===== config.mk =====
export PLATFORM = sky130hd
export DESIGN_NAME = dm_access_arbiter
export DESIGN_NICKNAME = d
export VERILOG_FILES = /design/src/rtl/dm_access_arbiter.sv
export SDC_FILE = /design/constraint.sdc
export NUM_CORES = 1
export LEC_CHECK = 0
export ABC_AREA = 1
export BUFFER_PORTS_ARGS = -buffer_cell sky130_fd_sc_hd__buf_4
export CAP_MARGIN = 20
export CELL_PAD_IN_SITES_DETAIL_PLACEMENT = 0
export CELL_PAD_IN_SITES_GLOBAL_PLACEMENT = 1
export CORE_AREA = 2 2 340 342
export CTS_CLUSTER_SIZE = 30
export DETAILED_ROUTE_END_ITERATION = 16
export DIE_AREA = 0 0 342 344
export GPL_TIMING_DRIVEN = 0
export MAX_ROUTING_LAYER = met4
export PLACE_DENSITY_LB_ADDON = 0.1
export SLEW_MARGIN = 20
export SYNTH_ARGS = -nofsm -noshare
export SYNTH_HDL_FRONTEND = slang
export SYNTH_SLANG_ARGS = --single-unit

===== constraint.sdc =====
create_clock -name clk -period 5.5 [get_ports clk]
set_input_delay 0.825 -clock clk [delete_from_list [all_inputs] [get_ports clk]]
set_output_delay 0.825 -clock clk [all_outputs]
set_load 0.03 [all_outputs]

===== src/rtl/dm_access_arbiter.sv =====
// dm_access_arbiter: shares the single-port 256x128b data memory between
// port A (processor MEM stage) and port B (debug/preload DMA).
// One operation in flight: IDLE -> ISSUE -> (store) IDLE | (load) RESP -> IDLE.
// Optional feature macro: DM_ARB_RR_EN selects round-robin arbitration;
// when undefined, port A has fixed priority over port B.
module dm_access_arbiter #(
  parameter int unsigned DATA_W = 128,
  parameter int unsigned ADDR_W = 32
) (
  input  logic              clk,
  input  logic              reset,
  // port A
  input  logic              req_a,
  input  logic              we_a,
  input  logic [ADDR_W-1:0] addr_a,
  input  logic [DATA_W-1:0] wdata_a,
  output logic              gnt_a,
  output logic              done_a,
  output logic              rvalid_a,
  output logic [DATA_W-1:0] rdata_a,
  // port B
  input  logic              req_b,
  input  logic              we_b,
  input  logic [ADDR_W-1:0] addr_b,
  input  logic [DATA_W-1:0] wdata_b,
  output logic              gnt_b,
  output logic              done_b,
  output logic              rvalid_b,
  output logic [DATA_W-1:0] rdata_b,
  // memory side
  output logic [1:0]        dm_ctrl_sig,
  output logic [ADDR_W-1:0] dm_addr,
  output logic [DATA_W-1:0] dm_wdata,
  input  logic [DATA_W-1:0] dm_rdata
);

  // Memory command encodings, matching control.h
  localparam logic [1:0] MEM_NOP = 2'b00;
  localparam logic [1:0] MEM_WLD = 2'b01;
  localparam logic [1:0] MEM_WST = 2'b10;

  localparam logic OWNER_A = 1'b0;
  localparam logic OWNER_B = 1'b1;

  typedef enum logic [1:0] {
    IDLE  = 2'd0,
    ISSUE = 2'd1,
    RESP  = 2'd2
  } state_t;

  // Request latched at the grant edge
  typedef struct packed {
    logic              we;
    logic              owner;
    logic [ADDR_W-1:0] addr;
    logic [DATA_W-1:0] wdata;
  } cap_t;

  state_t state, state_nxt;
  cap_t   cap, cap_nxt;
  logic   win_b;
  logic   any_req;

  assign any_req = req_a | req_b;

`ifdef DM_ARB_RR_EN
  // pri_b=1 means B wins the next simultaneous request
  logic pri_b, pri_b_nxt;

  assign win_b = req_b & (~req_a | pri_b);

  // Hand priority to the port that did not win the latest grant
  always_comb begin
    pri_b_nxt = pri_b;
    if ((state == IDLE) && any_req) begin
      pri_b_nxt = ~win_b;
    end
  end

  // Round-robin pointer, starts favouring A
  always_ff @(posedge clk or posedge reset) begin
    if (reset) begin
      pri_b <= 1'b0;
    end else begin
      pri_b <= pri_b_nxt;
    end
  end
`else
  // Fixed priority: A always beats B
  assign win_b = req_b & ~req_a;
`endif

  // State and captured request registers
  always_ff @(posedge clk or posedge reset) begin
    if (reset) begin
      state <= IDLE;
      cap   <= '0;
    end else begin
      state <= state_nxt;
      cap   <= cap_nxt;
    end
  end

  // Next-state, capture and output decode
  always_comb begin
    state_nxt   = state;
    cap_nxt     = cap;
    gnt_a       = 1'b0;
    gnt_b       = 1'b0;
    done_a      = 1'b0;
    done_b      = 1'b0;
    rvalid_a    = 1'b0;
    rvalid_b    = 1'b0;
    rdata_a     = '0;
    rdata_b     = '0;
    dm_ctrl_sig = MEM_NOP;
    dm_addr     = '0;
    dm_wdata    = '0;

    case (state)
      IDLE: begin
        // Grant is suppressed while reset is asserted
        if (any_req && !reset) begin
          gnt_a     = ~win_b;
          gnt_b     = win_b;
          state_nxt = ISSUE;
          if (win_b) begin
            cap_nxt.we    = we_b;
            cap_nxt.owner = OWNER_B;
            cap_nxt.addr  = addr_b;
            cap_nxt.wdata = wdata_b;
          end else begin
            cap_nxt.we    = we_a;
            cap_nxt.owner = OWNER_A;
            cap_nxt.addr  = addr_a;
            cap_nxt.wdata = wdata_a;
          end
        end
      end

      ISSUE: begin
        dm_ctrl_sig = cap.we ? MEM_WST : MEM_WLD;
        dm_addr     = cap.addr;
        dm_wdata    = cap.wdata;
        if (cap.we) begin
          // Write commits at the end of this cycle
          done_a    = (cap.owner == OWNER_A);
          done_b    = (cap.owner == OWNER_B);
          state_nxt = IDLE;
        end else begin
          state_nxt = RESP;
        end
      end

      RESP: begin
        // Memory has registered the read word on the ISSUE edge
        if (cap.owner == OWNER_A) begin
          rvalid_a = 1'b1;
          rdata_a  = dm_rdata;
        end else begin
          rvalid_b = 1'b1;
          rdata_b  = dm_rdata;
        end
        state_nxt = IDLE;
      end

      default: begin
        state_nxt = IDLE;
      end
    endcase
  end

endmodule


==> results.cfg, run 1 <==
[placed_design]
place_congestion = 0.915
io_buffers = 877
hpwl_um = 76000

[critical_path]
crit_start = reset
r2r-start = state[0]
path_max_fanout = 27
crit_chain = buf_4 > clkinvlp_4 > buf_12 > buf_12 > nand3_1 > buf_2 > clkbuf_1 > a21oi_1 > buf_4
crit_family = buffers and inverters
crit_arrival_ns = 3.24
start_kind = input port
crit_buf_inv = 7
slowest_stage = clkbuf_1
path_class = in -> out
slowest_delay_ns = 0.48
cp.required_ns = 4.68
crit_path_end_kind = primary output

[clock_tree]
cts_setup_buffers = 0
cts_inserted_buffers = 17
cts_hold_buf = 0
cts_tree = done
clk_path_buf_depth = 2
cts_sinks = 164
cts-htree-levels = 4
clk-insertion-delay-late_ns = 0.50
clk_pin_slew_worst_paths_ns = 0.09
clock-root-buffer = clkbuf_16
cts-resized-gates = 0

[sta]
hold_viol = 0
skew_ns = 0.0132
drv_slew = 0
hold_ws_ns = 0.397
fin_crit_ns = 4.06
fin_crit_sh_pct = 73.9
max_freq_mhz = 246
rsz0062_at_grt = no
worst_pin_slew_ns = 0.908
max_slew_margin_pct = 39.5
setup_tns_ns = 0
setup_viol = 0

[floorplanning]
rows = 124
start_util_pct = 10.0
core_sq_mm = 0.114
die_w_um = 342
ios = 878
fp.dieH_um = 344
die-area_sq_mm = 0.118

[flow_run]
drv_cap = 0

[global_routing]
grt_pass1_wl_um = 120000
grt_max_degree = 30
grt_pass1_vias = 16139
track_usage_pct = 14.9
grt-ovfl-total = 0
grt_antenna_before_repair = 35

[synth]
yosysWarnings = 0
synth_seq_cells = 164
synth_area_leader_cell = dfrtp_1
synth_fp_nets = 2452
synth_cells = 1998
syn-mean-instance-area_sq_um = 5.71
synth.area.top_cells = dfrtp_1 36%, nand2_1 27%, nor2_1 14%
synth_top_area_share_pct = 36.0
synth_area_sq_mm = 0.0114
synth_cell_types = 16
ys_seq_area_share_pct = 36.0

[cells_and_area]
ff_latch_area_sq_mm = 0.00410
fin_util_pct = 18.2
final_common_cell = buf_4
drive_gt1_share_pct = 35.0
nets = 3354
syn_to_final_growth_pct = 81.3
fillers = 13350
final_cell_mix = 882 x buf_4, 812 x nand2_1, 422 x nor2_1, 295 x inv_1, 164 x dfrtp_1
multi_input_area_sq_mm = 0.00548

[power]
power_density_mw_per_mm2 = 261
p_leak_uw = 0.0122
ir_drop_v = 0.000222
fin_total_pwr_uw = 5390

[route]
finalWirelength_um = 88600
ant_nets = 0
viasPerCell = 3.45
drt_iter0_markers = 659
first_pass_iters = 5
route.detailed.drc = 0
vias = 15350
wl_per_cell_um = 19.9

[outcome]
status = completed

[min_path]
min_path_type = in -> async
==> per-layer routing <==
metal	track usage, %	wire length [um]	up-vias
met5	-	0	-
li1	-	-	7619
met4	3.86	1560	0
met2	27.0	46700	600
met1	15.0	32700	7062
met3	5.65	7610	69
==> synth_stat cells <==
cell type and count:
inv_2 1, dfrtp_1 164, buf_4 5, clkbuf_1 27
a21oi_1 1, buf_2 86, nor2_1 422, nand3_1 162
nand4_1 1, buf_6 9, nor3_1 2, nand2_2 1
nor2_4 1, nand2_1 812, inv_1 296, buf_1 8
==> power by group <==
group,internal [uW],switching [uW]
clock,694,655
combinational,835,1500
sequential,1530,177
==> kinds of logic (layout without fill, tap and decap cells) <==
group / after synthesis / in the layout / synth area share [%]
AND/OR/NAND/NOR: 1401 / 1401 / 48.0
buffers and inverters: 432 / 1347 / 15.9
flip-flops: 164 / 164 / 36.0
AO/OA/AOI/OAI: 1 / 1 / 0.0439
other: 0 / 24 / 0
==> final cells by class <==
type	count	area share, %
Timing Repair Buffer	883	32.4
Multi-Input combinational cell	1402	26.5
Sequential cell	164	19.8
Tap cell	1512	9.15
Inverter	297	5.41
Buffer	135	3.40
Clock buffer	18	2.08
Clock inverter	14	0.890
Antenna cell	24	0.290
==> path summary, 6_finish.rpt <==
check                           endpoint  slack (ns)  cells after the start
max in group asynchronous        cap[84]        4.09                      5
worst min-delay path            cap[153]        0.40                      2
worst max-delay path               gnt_a        1.44                      9
worst max register to register   cap[71]        3.67                      7
min in group clk                cap[104]        0.48                      2
worst min register to register  cap[104]        0.48                      2
==> worst register-to-register path: stages (launching register included) <==
cell     delay [ns]
dfrtp_1        0.40
nor2_1         0.23
nand2_1        0.13
nor2_4         0.34
buf_6          0.31
buf_6          0.20
nand2_1        0.11
nand2_1        0.07
==> through the flow <==
| step | setup slack, ns | cell area, sq um | cells |
|---|---|---|---|
| after detailed placement | 1.32 | 20000 | 4393 |
| after global routing | 1.14 | 20700 | 4447 |
| after floorplan | 0.501 | 11400 | 1998 |
| after CTS | 1.32 | 20600 | 4425 |
| after global placement | -1.97 | 19900 | 4387 |
| final | 1.44 | 20700 | 4449 |
==> state kept, by name (all words and copies together) (netlist names) <==
name and flops:
state 2, cap 162
No activity file was read; power rests on OpenSTA's default activity.
==> run 2, diff against run 1 <==
==> constraint.sdc (replaced) <==
create_clock -name clk -period 3.7 [get_ports clk]
set_input_delay 0.555 -clock clk [delete_from_list [all_inputs] [get_ports clk]]
set_output_delay 0.555 -clock clk [all_outputs]
set_load 0.03 [all_outputs]
==> run 2 against run 1 <==
  * Worst setup slack worse by 1.0 ns
  * Routed wire length rose by 2.1%
  * First-iteration DRC count decreased by 10%
  * Critical endpoint unchanged
  * Largest power group unchanged
==> results.cfg, run 2 (synthesis results as in run 1) <==
[outcome]
status = completed

[clock_tree]
cts-htree-levels = 4
clk_pin_slew_worst_paths_ns = 0.08
clk_path_buf_depth = 2
cts_hold_buf = 0
cts_sinks = 164
cts_inserted_buffers = 17
cts_setup_buffers = 0
cts-resized-gates = 0
cts_tree = done
clock-root-buffer = clkbuf_16
clk-insertion-delay-late_ns = 0.50

[cells_and_area]
multi_input_area_sq_mm = 0.00549
fillers = 13416
nets = 3354
final_cell_area_sq_mm = 0.0207
top_register = cap
ff_latch_area_sq_mm = 0.00410
largest_reg_flops = 162
drive_gt1_share_pct = 35.2
syn_to_final_growth_pct = 81.5
final_common_cell = buf_4
largestRegisters = cap x162, state x2
final_cell_mix = 883 x buf_4, 812 x nand2_1, 422 x nor2_1, 295 x inv_1, 164 x dfrtp_1

[placed_design]
hpwl_um = 77400
io_buffers = 877
place_congestion = 0.926
dpl_cell_area_sq_mm = 0.0201
dp_slack_ns = 0.301

[floorplanning]
fp.dieH_um = 344
core_sq_mm = 0.114
die-area_sq_mm = 0.118
start_util_pct = 10.0
die_w_um = 342
rows = 124
ios = 878

[global_routing]
track_usage_pct = 15.3
grt_pass1_vias = 16247
grt_max_degree = 28
grt_pass1_wl_um = 123000
grt-ovfl-total = 0
grt_antenna_before_repair = 26

[sta]
drv_slew = 0
setup_viol = 0
fin_crit_ns = 3.26
fin_ws_ns = 0.436
skew_ns = 0.0114
rsz0062_at_grt = no
hold_ws_ns = 0.153
hold_viol = 0
fin_crit_sh_pct = 88.2
max_freq_mhz = 306
max_slew_margin_pct = 51.0
worst_pin_slew_ns = 0.735

[route]
wl_per_cell_um = 20.3
vias = 15338
first_pass_iters = 5
finalWirelength_um = 90500
drt_iter0_markers = 592
ant_nets = 0
viasPerCell = 3.45
route.detailed.drc = 0

[critical_path]
r2r_end = cap[83]
path_max_fanout = 27
ff2ff_path_depth = 7
r2r-start = state[0]
start_kind = input port
worst-r2r-setup-slack_ns = 1.81
crit_path_end_kind = primary output
cp.required_ns = 3.14
path_class = in -> out
crit_arrival_ns = 2.71

[power]
clockPowerShare_pct = 23.6
internal_power_uw = 4440
swShare_pct = 44.0
p_seq_share_pct = 32.2
p_leak_uw = 0.0122
power.switching_uw = 3480
ir_drop_v = 0.000369
power_density_mw_per_mm2 = 383
comb_power_share_pct = 44.3

[min_path]
min_path_type = in -> async

[flow_run]
drv_cap = 0
-- run 2: cell count changes in the layout (fill, tap and decap cells not counted), moves of 2 or more --
cell / delta
buf_6: +7
buf_2: -6
clkbuf_1: -3
buf_1: -2
bufinv_16: -2
clkbuf_2: +2
clkbuf_8: +2
inv_8: -2
-- run 2: critical path, cell delays in order --
cell and delay, ns:
buf_4 0.09, clkinvlp_4 0.52, buf_12 0.41, buf_12 0.19, buf_12 0.18, nand3_1 0.09, buf_6 0.19, clkbuf_8 0.21
a21oi_4 0.04, buf_4 0.20
-- run 2: power by group through the flow --
stage	sequential [uW]	combinational, uW	clock [uW]
global route	2610	3900	2030
global placement	2570	3610	0
floorplan	2500	1970	0
finish	2550	3510	1870
CTS	2550	3630	1990
detailed placement	2580	3620	0
-- run 2: stage by stage --
step	power, uW	std cells	util, %	TNS, ns
final	7920	4449	18.2	0
after global routing	8550	4447	18.2	0
after CTS	8170	4425	18.1	0
after detailed placement	6200	4393	17.6	0
after global placement	6180	4387	17.5	-543.28
after floorplan	4470	1998	-	-34.04
-- run 2: worst max path at each step --
stage | start | end | slack [ns] | depth (start not counted)
floorplan | reset | gnt_a | -0.44 | 5
global placement | reset | gnt_a | -2.77 | 7
detailed placement | reset | gnt_a | 0.30 | 10
CTS | reset | gnt_a | 0.29 | 10
global route | reset | gnt_a | 0.17 | 10
finish | reset | gnt_a | 0.44 | 10
-- run 2: cell type report --
| class | count | area share [%] |
|---|---|---|
| diodes | 24 | 0.290 |
| clock inverters | 13 | 0.556 |
| well taps | 1512 | 9.14 |
| repair buffers | 883 | 32.4 |
| flip-flops and latches | 164 | 19.8 |
| inverters | 297 | 5.41 |
| multi-input cells | 1402 | 26.5 |
| plain buffers | 135 | 3.69 |
| clock buffers | 19 | 2.14 |
-- run 2: per-layer routing --
metal,vias up,part of all wire [%],track usage (%)
met5,-,0,-
met4,0,0.62,2.65
met3,26,8.6,5.53
met2,542,52,27.1
met1,7154,39,16.4
li1,7616,-,-
